===== src/rtl/alu_pkg.sv =====
// Shared ALU definitions: opcode encoding, sequencer state encoding and an
// opcode legality helper. Used by the ALU, the command decode and the
// sequencer.
// Optional feature macro: ALU_SEQ_MUL_EN (makes OP_MUL a legal opcode).
package alu_pkg;

  typedef enum logic [3:0] {
    OP_ADD = 4'd0,
    OP_SUB = 4'd1,
    OP_NOT = 4'd2,
    OP_AND = 4'd3,
    OP_OR  = 4'd4,
    OP_XOR = 4'd5,
    OP_RSH = 4'd6,
    OP_LSH = 4'd7,
    OP_GT  = 4'd8,
    OP_EQ  = 4'd9,
    OP_LT  = 4'd10,
    OP_MUL = 4'd11
  } alu_op_e;

  typedef enum logic [2:0] {
    IDLE,
    EXEC,
    SHIFT,
    MUL,
    DONE
  } seq_state_e;

  // Opcodes 0-10 always legal; 11 only when the multiplier is built in.
  function automatic logic op_legal(input logic [3:0] op);
`ifdef ALU_SEQ_MUL_EN
    return (op <= 4'd11);
`else
    return (op <= 4'd10);
`endif
  endfunction

endpackage


===== src/rtl/alu_sequencer.sv =====
// alu_sequencer: command-side initiator for an external combinational ALU.
// Accepts {op, A, B} on a valid/ready input, drives the ALU OP/A/B bus,
// registers the result and returns it on a valid/ready output. RSH/LSH are
// repeated B[CW-1:0] times; an optional shift-add multiply is available.
// Optional feature macro: ALU_SEQ_MUL_EN (op 11 = unsigned multiply).
// Ports:
//   clk, rst_n            clock (rising edge), async active-low reset
//   in_valid/in_ready     command handshake; in_ready high only in IDLE
//   in_op, in_a, in_b     opcode and operands
//   out_valid/out_ready   result handshake; result held until out_ready
//   out_r, out_err        result and illegal-opcode flag
//   alu_op, alu_a, alu_b  to the external ALU
//   alu_r                 from the external ALU
module alu_sequencer
  import alu_pkg::*;
#(
  parameter int BIT_WIDTH = 32
) (
  input  logic                 clk,
  input  logic                 rst_n,
  input  logic                 in_valid,
  output logic                 in_ready,
  input  logic [3:0]           in_op,
  input  logic [BIT_WIDTH-1:0] in_a,
  input  logic [BIT_WIDTH-1:0] in_b,
  output logic                 out_valid,
  input  logic                 out_ready,
  output logic [BIT_WIDTH-1:0] out_r,
  output logic                 out_err,
  output logic [3:0]           alu_op,
  output logic [BIT_WIDTH-1:0] alu_a,
  output logic [BIT_WIDTH-1:0] alu_b,
  input  logic [BIT_WIDTH-1:0] alu_r
);

  localparam int CW = $clog2(BIT_WIDTH);

  seq_state_e state, state_n;

  logic [3:0]           op_q;
  logic [BIT_WIDTH-1:0] a_q, b_q;
  logic [BIT_WIDTH-1:0] acc;
  logic [CW-1:0]        cnt;
`ifdef ALU_SEQ_MUL_EN
  logic [BIT_WIDTH-1:0] mc, mp;
`endif

  logic accept;

  assign in_ready  = (state == IDLE);
  assign out_valid = (state == DONE);
  assign accept    = in_valid & in_ready;

  always_ff @(posedge clk or negedge rst_n) begin
    if (!rst_n) state <= IDLE;
    else        state <= state_n;
  end

  always_comb begin
    state_n = state;
    alu_op  = OP_ADD;
    alu_a   = '0;
    alu_b   = '0;
    case (state)
      IDLE: begin
        if (in_valid) begin
          if (in_op == OP_RSH || in_op == OP_LSH) state_n = SHIFT;
`ifdef ALU_SEQ_MUL_EN
          else if (in_op == OP_MUL)               state_n = MUL;
`endif
          else                                    state_n = EXEC;
        end
      end
      EXEC: begin
        alu_op  = op_legal(op_q) ? op_q : OP_ADD;
        alu_a   = a_q;
        alu_b   = b_q;
        state_n = DONE;
      end
      SHIFT: begin
        alu_op = op_q;
        alu_a  = acc;
        if (cnt == '0) state_n = DONE;
      end
`ifdef ALU_SEQ_MUL_EN
      MUL: begin
        alu_op = OP_ADD;
        alu_a  = acc;
        alu_b  = mc;
        if (mp == '0) state_n = DONE;
      end
`endif
      DONE: begin
        if (out_ready) state_n = IDLE;
      end
      default: state_n = IDLE;
    endcase
  end

  always_ff @(posedge clk or negedge rst_n) begin
    if (!rst_n) begin
      op_q    <= '0;
      a_q     <= '0;
      b_q     <= '0;
      acc     <= '0;
      cnt     <= '0;
      out_r   <= '0;
      out_err <= 1'b0;
`ifdef ALU_SEQ_MUL_EN
      mc      <= '0;
      mp      <= '0;
`endif
    end else begin
      case (state)
        IDLE: begin
          if (accept) begin
            op_q <= in_op;
            a_q  <= in_a;
            b_q  <= in_b;
            // acc doubles as shift accumulator and multiply partial sum.
            acc  <= in_a;
            cnt  <= in_b[CW-1:0];
`ifdef ALU_SEQ_MUL_EN
            if (in_op == OP_MUL) acc <= '0;
            mc   <= in_a;
            mp   <= in_b;
`endif
          end
        end
        EXEC: begin
          out_r   <= op_legal(op_q) ? alu_r : '0;
          out_err <= ~op_legal(op_q);
        end
        SHIFT: begin
          if (cnt != '0) begin
            acc <= alu_r;
            cnt <= cnt - CW'(1);
          end else begin
            out_r   <= acc;
            out_err <= 1'b0;
          end
        end
`ifdef ALU_SEQ_MUL_EN
        MUL: begin
          if (mp != '0) begin
            if (mp[0]) acc <= alu_r;
            mc <= mc << 1;
            mp <= mp >> 1;
          end else begin
            out_r   <= acc;
            out_err <= 1'b0;
          end
        end
`endif
        default: ;
      endcase
    end
  end

endmodule


===== config.mk =====
export PLATFORM = sky130hd
export DESIGN_NAME = alu_sequencer
export DESIGN_NICKNAME = d
export VERILOG_FILES = /design/src/rtl/alu_pkg.sv /design/src/rtl/alu_sequencer.sv
export SDC_FILE = /design/constraint.sdc
export NUM_CORES = 1
export LEC_CHECK = 0
export BUFFER_PORTS_ARGS = -buffer_cell sky130_fd_sc_hd__buf_2
export CELL_PAD_IN_SITES_DETAIL_PLACEMENT = 2
export CELL_PAD_IN_SITES_GLOBAL_PLACEMENT = 2
export CORE_MARGIN = 2
export CORE_UTILIZATION = 29
export DETAILED_ROUTE_END_ITERATION = 8
export HOLD_SLACK_MARGIN = 0.02
export PLACE_DENSITY = 0.84
export SLEW_MARGIN = 20
export SYNTH_ARGS = -nofsm -noshare
export SYNTH_HDL_FRONTEND = slang
export SYNTH_SLANG_ARGS = --single-unit
export TNS_END_PERCENT = 30

===== constraint.sdc =====
create_clock -name clk -period 2.4 [get_ports clk]
set_input_delay 0.24 -clock clk [delete_from_list [all_inputs] [get_ports clk]]
set_output_delay 0.24 -clock clk [all_outputs]
set_load 0.02 [all_outputs]

==> metrics.yaml, run 1 <==
hold_class: "in2reg"
grt_max_degree: 73
status: "complete, no violations"
ys_seq_area_share_pct: 54.4
ys_warn_count: 0
rsz0062_at_grt: "no"
post_cts_buffers: 0
nets: 1068
power.total_uw: 12100
routed_wirelength_um: 23900
antenna_found_initial: 3
maxSlewHeadroom_pct: 45.8
dieArea_um2: 23600
maxSlewViolCount: 0
path_clk_slew_ns: 0.06
drtIter0Drc: 194
start_util_pct: 29.6
synth.largest_area_cell: "dfrtp_1"
critical_path.max_fanout: 17
setup_violations: 0
worst_slew_pin_slew_ns: 0.811
synth_top_area_share_pct: 54.4
netlist_instances: 743
area_growth_pct: 35.9
syn_area_per_cell_um2: 8.73
yosys.cell_types.count: 36
numCtsBuffers: 17
critPathTopFamily: "simple AND/OR/NAND/NOR gates"
cts_tree: "built"
nFillCells: 2491
fmax_mhz: 440
max-clock-path-buffers: 2
fin_crit_sh_pct: 94.7
p_per_area_nw_per_um2: 1370
crit_required_ns: 2.16
dieWidth_um: 154
drive_gt1_share_pct: 27.9
end_kind: "output pin"
grt_overflow_total: 0
synth_ff_type: "dfrtp_1"
worstPathCellList: "or3b_2, buf_4, a21boi_1, buf_2"
wl_per_cell_um: 19.0
startpoint_type: "register"
port_buffers: 206
async_reset_ff_share_pct: 100
ir_drop_uv: 493
grt_pass1_wl_um: 38800
critPathMaxStageDelay_ns: 0.54
drtPass1Iterations: 4
io_pins: 207
synth_area_um2: 6490
clock-sinks: 141
grt_pass1_vias: 7092
crit_slowest_cell: "or3b_2"
cts-htree-levels: 4
dp_hpwl_um: 15500
vias_per_cell: 4.97
grt_usage_pct: 20.7
hold_viol: 0
synth-edff-count: 0
insertion_delay_ns: 0.42
routed-via-count: 6238
globalplace.congestion: 0.749
finClkSkew_ns: 0.0152
diodes: 0
synthTopCellsByArea: "dfrtp_1 (54%), nand2_1 (17%), a22o_1 (4.3%)"
drv_cap: 0
std_cell_rows: 54
leakage_uw: 0.00459
clk_root_buffer_cell: "clkbuf_16"
die_h_um: 154
finalWorstPathRequiredPeriod_ns: 2.27
ant_nets: 0
worstSetupPathType: "reg2out"
cp_data_arrival_time_ns: 2.03
synth_fp_nets: 848
ys_ff_latch: 141
timing.critical_path.buf_inv: 2
tns_ns: 0
drc_errors: 0
core-area_um2: 21900
[cells in the final DEF, fill, tap and decap left out, drive strengths merged, types with 2 or more instances in the layout]
| cell type | netlist | layout |
|---|---|---|
| a21oi | 5 | 5 |
| a22o | 32 | 32 |
| a22oi | 34 | 34 |
| a31oi | 33 | 33 |
| and2 | 33 | 33 |
| buf | 23 | 226 |
| bufinv | 0 | 3 |
| clkbuf | 34 | 18 |
| clkinv | 0 | 7 |
| clkinvlp | 0 | 2 |
| dfrtp | 141 | 141 |
| dlygate4sd3 | 0 | 32 |
| inv | 5 | 7 |
| nand2 | 302 | 302 |
| nor2 | 37 | 37 |
| nor2b | 3 | 3 |
| nor3 | 5 | 5 |
| nor3b | 2 | 2 |
| o21ai | 39 | 39 |
[final timing paths]
kind / startpoint / endpoint / slack (ns) / depth (start not counted)
worst min-delay path: in_a[8] / a_q[8] / 0.03 / 3
worst max register to register: cnt[0] / out_r[31] / 0.28 / 6
min in group asynchronous: rst_n / b_q[23] / 0.35 / 2
worst min register to register: out_r[3] / out_r[3] / 0.47 / 2
worst max-delay path: state[0] / alu_op[2] / 0.13 / 4
max in group asynchronous: rst_n / b_q[6] / 1.28 / 3
[area by class of cell]
| type | instances | area, µm² | share of cell area, % |
|---|---|---|---|
| Clock buffer | 18 | 439 | 4.98 |
| Clock inverter | 14 | 165 | 1.87 |
| Inverter | 5 | 18.8 | 0.213 |
| Multi-Input combinational cell | 540 | 2710 | 30.8 |
| Sequential cell | 141 | 3530 | 40.1 |
| Tap cell | 280 | 350 | 3.97 |
| Timing Repair Buffer | 258 | 1600 | 18.1 |
[worst reg2reg max path, cell delays in order, from the launching register on]
cell and delay, ns:
dfrtp_1 0.39, inv_1 0.06, ha_1 0.24, nor4b_4 0.16, a21oi_4 0.66, buf_4 0.35
o21ai_0 0.13
[repair_timing]
item                                   in CTS  in global routing
hold buffers                               32                  0
resized for setup                           3                  4
endpoints found under the hold margin      81                  0
pin swaps                                   0                  0
setup endpoints to repair                   4                  4
[report_power, final]
group / switching (µW) / total (µW) / internal [µW]
clock network: 1090 / 2760 / 1660
logic: 3230 / 4990 / 1760
registers: 787 / 4320 / 3530
total: 5110 / 12100 / 6960
[stage by stage]
step	cell area, µm²	utilization [%]	instances	hold slack [ns]	setup slack [ns]
after detailed placement	7870	36.0	1192	0.247	0.215
after global placement	7870	36.0	1192	0.239	0.321
final	8820	40.3	1256	0.0330	0.128
after floorplan	6490	-	743	-0.0556	0.419
after CTS	8810	40.2	1256	0.0230	0.00558
after global routing	8820	40.3	1256	0.0308	0.0380
[registers in the layout, summed over array words and instances (netlist names)]
| name | count |
|---|---|
| cnt | 5 |
| b_q | 32 |
| a_q | 32 |
| acc | 32 |
| out_err | 1 |
| op_q | 4 |
| state | 3 |
| out_r | 32 |
[kinds of logic (layout without fill, tap and decap cells)]
family | count (synthesis) | after routing | share of synthesized area (%)
simple gates | 388 | 388 | 24.7
compound gates | 151 | 151 | 16.1
flops | 141 | 141 | 54.4
buf+inv | 62 | 295 | 4.57
fa+ha+maj | 1 | 1 | 0.193
[layer usage]
layer / vias up / track usage, % / share of wire (%)
met3: 24 / 6.40 / 6.2
met5: - / 0 / 0.11
met4: 4 / 4.28 / 1.1
met2: 150 / 37.5 / 52
met1: 3150 / 24.1 / 41
li1: 2910 / - / -
[synthesized netlist by cell type, types with 6 or more instances]
master,n
clkbuf_1,34
a22oi_1,33
nor2_1,37
buf_2,15
o21ai_0,36
a31oi_1,33
a22o_1,32
nand2_1,302
buf_6,6
and2_1,33
dfrtp_1,141
Power figures use the tool's default switching activity.
==> inputs of run 2 (changes only) <==
==> constraint.sdc (replaced) <==
create_clock -name clk -period 2.5 [get_ports clk]
set_input_delay 0.625 -clock clk [delete_from_list [all_inputs] [get_ports clk]]
set_output_delay 0.625 -clock clk [all_outputs]
set_load 0.02 [all_outputs]
==> run 2 against run 1 <==
Compared with the run above:
- total power fell by 0.57%
- first-iteration DRC count increased by 17%
- largest power group unchanged
- clock power about the same
- critical path type unchanged
==> metrics.yaml, run 2 (synthesized netlist as in run 1, its figures left out) <==
area_growth_pct: 37.3  # was 35.9%
seq_area_um2: 3530  # unchanged
insertion_delay_ns: 0.42  # about the same
grt_pass1_vias: 6815  # was 7,092
setup_violations: 0  # unchanged
cp_data_arrival_time_ns: 1.85  # was 2.03 ns
final_common_cell: "nand2_1"  # unchanged
crit_top_cell: "buf_6"
die_h_um: 154  # unchanged
fin_crit_sh_pct: 99.0
nFillCells: 2514  # was 2,491
cts_tree: "built"  # unchanged
layout_common_cells: "nand2_1 (302), buf_2 (180), dfrtp_1 (138)"  # was nand2_1 (302), buf_2 (205), dfrtp_1 (138)
multiInputGateArea_um2: 2710  # about the same
clock-sinks: 141  # unchanged
clk_root_buffer_cell: "clkbuf_16"  # unchanged
dp_hpwl_um: 16100  # was 15,500 µm
fmax_mhz: 404
start_util_pct: 29.6  # unchanged
wl_per_cell_um: 19.7  # was 19.0 µm
routed_wirelength_um: 24500  # was 23,900 µm
switching_share_pct: 41.8  # was 42.3%
core-area_um2: 21900  # unchanged
crit_required_ns: 1.88  # was 2.16 ns
p_per_area_nw_per_um2: 1350  # was 1370 nW/µm²
vias_per_cell: 4.99  # was 4.97
tns_ns: 0  # unchanged
startpoint_type: "register"  # unchanged
drtPass1Iterations: 4  # unchanged
grt_overflow_total: 0  # unchanged
ir_drop_uv: 484  # was 493 µV
worstSetupPathType: "reg2out"  # unchanged
critical_path.max_fanout: 7  # was 17
globalplace.congestion: 0.738  # was 0.749
status: "complete, no violations"  # unchanged
crit_slowest_cell: "dfrtp_2"  # was or3b_2
p_comb_share_pct: 42.1  # was 41.4%
max-clock-path-buffers: 2  # unchanged
grt_max_degree: 44  # was 73
grt_pass1_wl_um: 37900  # was 38,800 µm
drive_gt1_share_pct: 30.2  # was 27.9%
instances_no_fill: 1243  # was 1,256
io_pins: 207  # unchanged
finClkSkew_ns: 0.0106  # was 0.0152 ns
hold_viol: 0  # unchanged
hold_class: "in2async"  # was in2reg
grt_usage_pct: 20.2  # was 20.7%
final_core_util_pct: 40.7  # was 40.3%
pwr-share-seq_pct: 35.0  # was 35.8%
nets: 1056  # was 1,068
drtIter0Drc: 227  # was 194
dieArea_um2: 23600  # unchanged
path_clk_slew_ns: 0.07  # was 0.06 ns
worst_slew_pin_slew_ns: 0.584  # was 0.811 ns
drc_errors: 0  # unchanged
ant_nets: 0  # unchanged
end_kind: "output pin"  # unchanged
antenna_found_initial: 2  # was 3
p_switching_uw: 5010  # was 5110 µW
placed_cells: 1194  # was 1,192
maxSlewViolCount: 0  # unchanged
dp_slack_ns: 0.248  # was 0.215 ns
routed-via-count: 6200  # was 6,238
pwr-share-clk_pct: 22.9  # was 22.8%
cts-htree-levels: 4  # unchanged
rsz0062_at_grt: "yes"  # was no
critPathMaxStageDelay_ns: 0.45  # was 0.54 ns
leakage_uw: 0.00461  # was 0.00459 µW
finalWorstPathRequiredPeriod_ns: 2.47
port_buffers: 206  # unchanged
layout_setup_ws_ns: 0.0250  # was 0.128 ns
diodes: 0  # unchanged
dieWidth_um: 154  # unchanged
worstPathCellList: "nor3b_4, buf_6, clkbuf_16, a22o_1, buf_6"  # was or3b_2, buf_4, a21boi_1, buf_2
fin_area_um2: 8910  # was 8820 µm²
std_cell_rows: 54  # unchanged
p_int_uw: 6990  # was 6960 µW
placed_cell_area_um2: 7890  # was 7870 µm²
numCtsBuffers: 17  # unchanged
maxSlewHeadroom_pct: 60.9  # was 45.8%
drv_cap: 0  # unchanged
## run 2: cell count changes in the layout (fill, tap and decap cells not counted), moves of 2 or more
cell           change
buf_2             -25
buf_4             +21
buf_6             +18
bufbuf_16          +2
clkbuf_16          +3
clkinv_2           -4
clkinvlp_4         +2
dlygate4sd3_1     -32
## run 2: critical path: cells and delay by family (launching register included)
family / cells / cell delay (ns)
buffers and inverters: 3 / 0.47
flip-flops: 1 / 0.45
AND/OR/NAND/NOR: 1 / 0.33
AO/OA/AOI/OAI: 1 / 0.17
## run 2: repair_timing
action	CTS	global route
gates resized for setup	5	47
endpoints found under the hold margin	0	0
hold buffers	0	0
cloned	2	3
buffers inserted	5	8
endpoints found under the setup margin	68	30
pin swaps	1	16
## run 2: cell type report
type	count	share of cell area, %
inverter	5	0.211
clock buffer	18	4.82
clock inverter	13	2.13
timing repair buffer	246	18.8
tap	280	3.93
multi-input combinational	540	30.5
sequential	141	39.6
## run 2: per-stage QoR
step	power (µW)	hold slack (ns)
floorplan	7090	0.329
global placement	8680	0.449
detailed placement	8940	0.458
CTS	11900	0.135
global route	12900	0.147
finish	12000	0.139
## run 2: final timing paths
check	startpoint	end	slack (ns)	cells past startpoint
worst max-delay path	state[2]	alu_a[5]	0.03	5
worst min-delay path	rst_n	b_q[22]	0.14	1
worst max register to register	cnt[0]	acc[29]	0.49	7
worst min register to register	b_q[1]	b_q[1]	0.47	2
max in group asynchronous	rst_n	b_q[6]	1.76	2
min in group clk	in_b[12]	b_q[12]	0.39	3
## run 2: routing by layer
layer	routed length (µm)	global-route usage, %	up-vias
met2	12100	34.5	159
met3	1540	6.14	22
met1	10600	25.3	3136
met5	27	0	-
met4	272	4.72	4
li1	-	-	2879
## run 2: power groups by stage
stage	sequential (µW)	clock, µW	combinational (µW)
3_5_place_dp	4230	0	4710
5_1_grt	4350	2890	5630
6_report	4200	2750	5060
3_3_place_gp	4190	0	4490
2_1_floorplan	4230	0	2860
4_1_cts	4200	2810	4860
==> inputs of run 3 (changes only) <==
CTS_BUF_LIST = sky130_fd_sc_hd__clkbuf_16   (was unset)
PLACE_DENSITY = unset   (was 0.84)
PLACE_DENSITY_LB_ADDON = 0.25   (was unset)
==> run 3 against run 2 <==
Compared with the run above:
- the run now ends with setup timing left
- via count fell by 2.2%
- fmax fell by 1.0%
- first-iteration DRC count rose by 17%
- cell count did not move
- worst setup slack got worse by 0.026 ns
- core utilization rose by 0.27 points
- hold slack got worse by 0.022 ns
- sequential power fell by 1%
- critical endpoint is now alu_op[2]
- largest power group unchanged
- highest routed layer unchanged
==> metrics.yaml, run 3 (synthesized netlist as in run 1, its figures left out) <==
status: "finished, violations left"  # was complete, no violations
violations: "setup timing"
crit_required_ns: 1.88  # about the same
die_h_um: 154  # unchanged
nets: 1054  # was 1,056
numCtsBuffers: 17  # unchanged
wl_per_cell_um: 19.4  # was 19.7 µm
grt_usage_pct: 20.5  # was 20.2%
reg2reg_setup_slack_ns: 0.28  # was 0.49 ns
final_core_util_pct: 41.0  # was 40.7%
nFillCells: 2486  # was 2,514
maxSlewViolCount: 0  # unchanged
cts_tree: "built"  # unchanged
final_common_cell: "nand2_1"  # unchanged
leakage_uw: 0.00463  # was 0.00461 µW
layout_common_cells: "nand2_1 (302), buf_2 (178), dfrtp_1 (138)"  # was nand2_1 (302), buf_2 (180), dfrtp_1 (138)
core-area_um2: 21900  # unchanged
routed-via-count: 6066  # was 6,200
grt_overflow_total: 0  # unchanged
hold_class: "in2async"  # unchanged
critical_path.max_fanout: 6  # was 7
insertion_delay_ns: 0.42  # about the same
setup_violations: 1  # was 0
max-clock-path-buffers: 2  # unchanged
p_per_area_nw_per_um2: 1340  # was 1350 nW/µm²
antenna_found_initial: 3  # was 2
rr_startpoint: "state[0]"  # was cnt[0]
io_pins: 207  # unchanged
fmax_mhz: 400  # was 404 MHz
dieWidth_um: 154  # unchanged
port_buffers: 206  # unchanged
std_cell_rows: 54  # unchanged
maxSlewHeadroom_pct: 64.7  # was 60.9%
placed_cell_area_um2: 7900  # was 7890 µm²
worst_slew_pin_slew_ns: 0.528  # was 0.584 ns
rsz0062_at_grt: "yes"  # unchanged
drv_cap: 0  # unchanged
finalWorstPathRequiredPeriod_ns: 2.50  # was 2.47 ns
clk_root_buffer_cell: "clkbuf_16"  # unchanged
r2r_cells: 6  # was 7
fin_area_um2: 8970  # was 8910 µm²
start_util_pct: 29.6  # unchanged
fin_crit_sh_pct: 100  # was 99.0%
r2r-end: "acc[10]"  # was acc[29]
startpoint_type: "register"  # unchanged
worstSetupPathType: "reg2out"  # unchanged
path_clk_slew_ns: 0.06  # was 0.07 ns
vias_per_cell: 4.88  # was 4.99
ant_nets: 0  # unchanged
layout_setup_ws_ns: -0.000767  # was 0.0250 ns
dp_hpwl_um: 15400  # was 16,100 µm
routed_wirelength_um: 24100  # was 24,500 µm
drtPass1Iterations: 4  # unchanged
ir_drop_uv: 479  # was 484 µV
cts-htree-levels: 4  # unchanged
end_kind: "output pin"  # unchanged
cp_data_arrival_time_ns: 1.88  # was 1.85 ns
drc_errors: 0  # unchanged
finClkSkew_ns: 0.00852  # was 0.0106 ns
drtIter0Drc: 265  # was 227
clock-sinks: 141  # unchanged
dp_slack_ns: 0.240  # was 0.248 ns
grt_pass1_wl_um: 38000  # was 37,900 µm
grt_max_degree: 73  # was 44
grt_pass1_vias: 6757  # was 6,815
hold_viol: 0  # unchanged
globalplace.congestion: 0.743  # was 0.738
drive_gt1_share_pct: 30.3  # was 30.2%
dieArea_um2: 23600  # unchanged
area_growth_pct: 38.2  # was 37.3%
-- run 3: how the worst max path moves through the flow --
stage | startpoint | end | slack, ns
6_report | state[0] | alu_op[2] | -0.0008
5_1_grt | state[2] | alu_a[10] | -0.06
4_1_cts | state[2] | alu_a[12] | -0.02
3_5_place_dp | state[0] | alu_a[0] | 0.24
3_3_place_gp | state[0] | alu_a[12] | 0.32
2_1_floorplan | state[0] | alu_op[2] | 0.13
-- run 3: cell type report --
type / instances / area (µm²) / area share, %
diodes: 2 / 5.00 / 0.0558
well taps: 280 / 350 / 3.91
clock buffers: 17 / 425 / 4.74
flip-flops and latches: 141 / 3530 / 39.4
multi-input cells: 540 / 2730 / 30.4
inverters: 5 / 18.8 / 0.209
clock inverters: 14 / 193 / 2.15
repair buffers: 244 / 1720 / 19.2
-- run 3: metal layers --
| layer | GRT usage [%] | vias to the layer above | share of wire (%) |
|---|---|---|---|
| met4 | 5.64 | 4 | 1.4 |
| met1 | 26.2 | 3002 | 45 |
| met2 | 34.8 | 151 | 49 |
| met5 | 0 | - | 0.11 |
| met3 | 4.79 | 24 | 5.4 |
| li1 | - | 2885 | - |
-- run 3: stage by stage --
step                instances  hold slack (ns)   TNS [ns]  total power, µW
detailed placement       1192            0.463          0             8950
global route             1241            0.130     -0.568            13000
finish                   1243            0.117  -0.000767            12100
floorplan                 743            0.329          0             7090
CTS                      1231            0.114    -0.0236            11900
global placement         1192            0.453          0             8750
-- run 3: critical path, stage by stage, from the launching register on --
cell and delay, ns:
dfrtp_2 0.45, or3b_2 0.56, a21boi_2 0.24, buf_2 0.20
-- run 3: timing repair --
action,CTS,global route
setup buffers,5,7
cloned,3,3
resized for setup,7,52
pin swaps,2,11
hold buffers,0,0
setup endpoints to repair,68,64
-- run 3: power by group --
| part | switching, µW | internal, µW | leakage, µW |
|---|---|---|---|
| logic | 3170 | 2010 | 0.00264 |
| registers | 763 | 3390 | 0.00170 |
| clock network | 1050 | 1670 | 0.000297 |
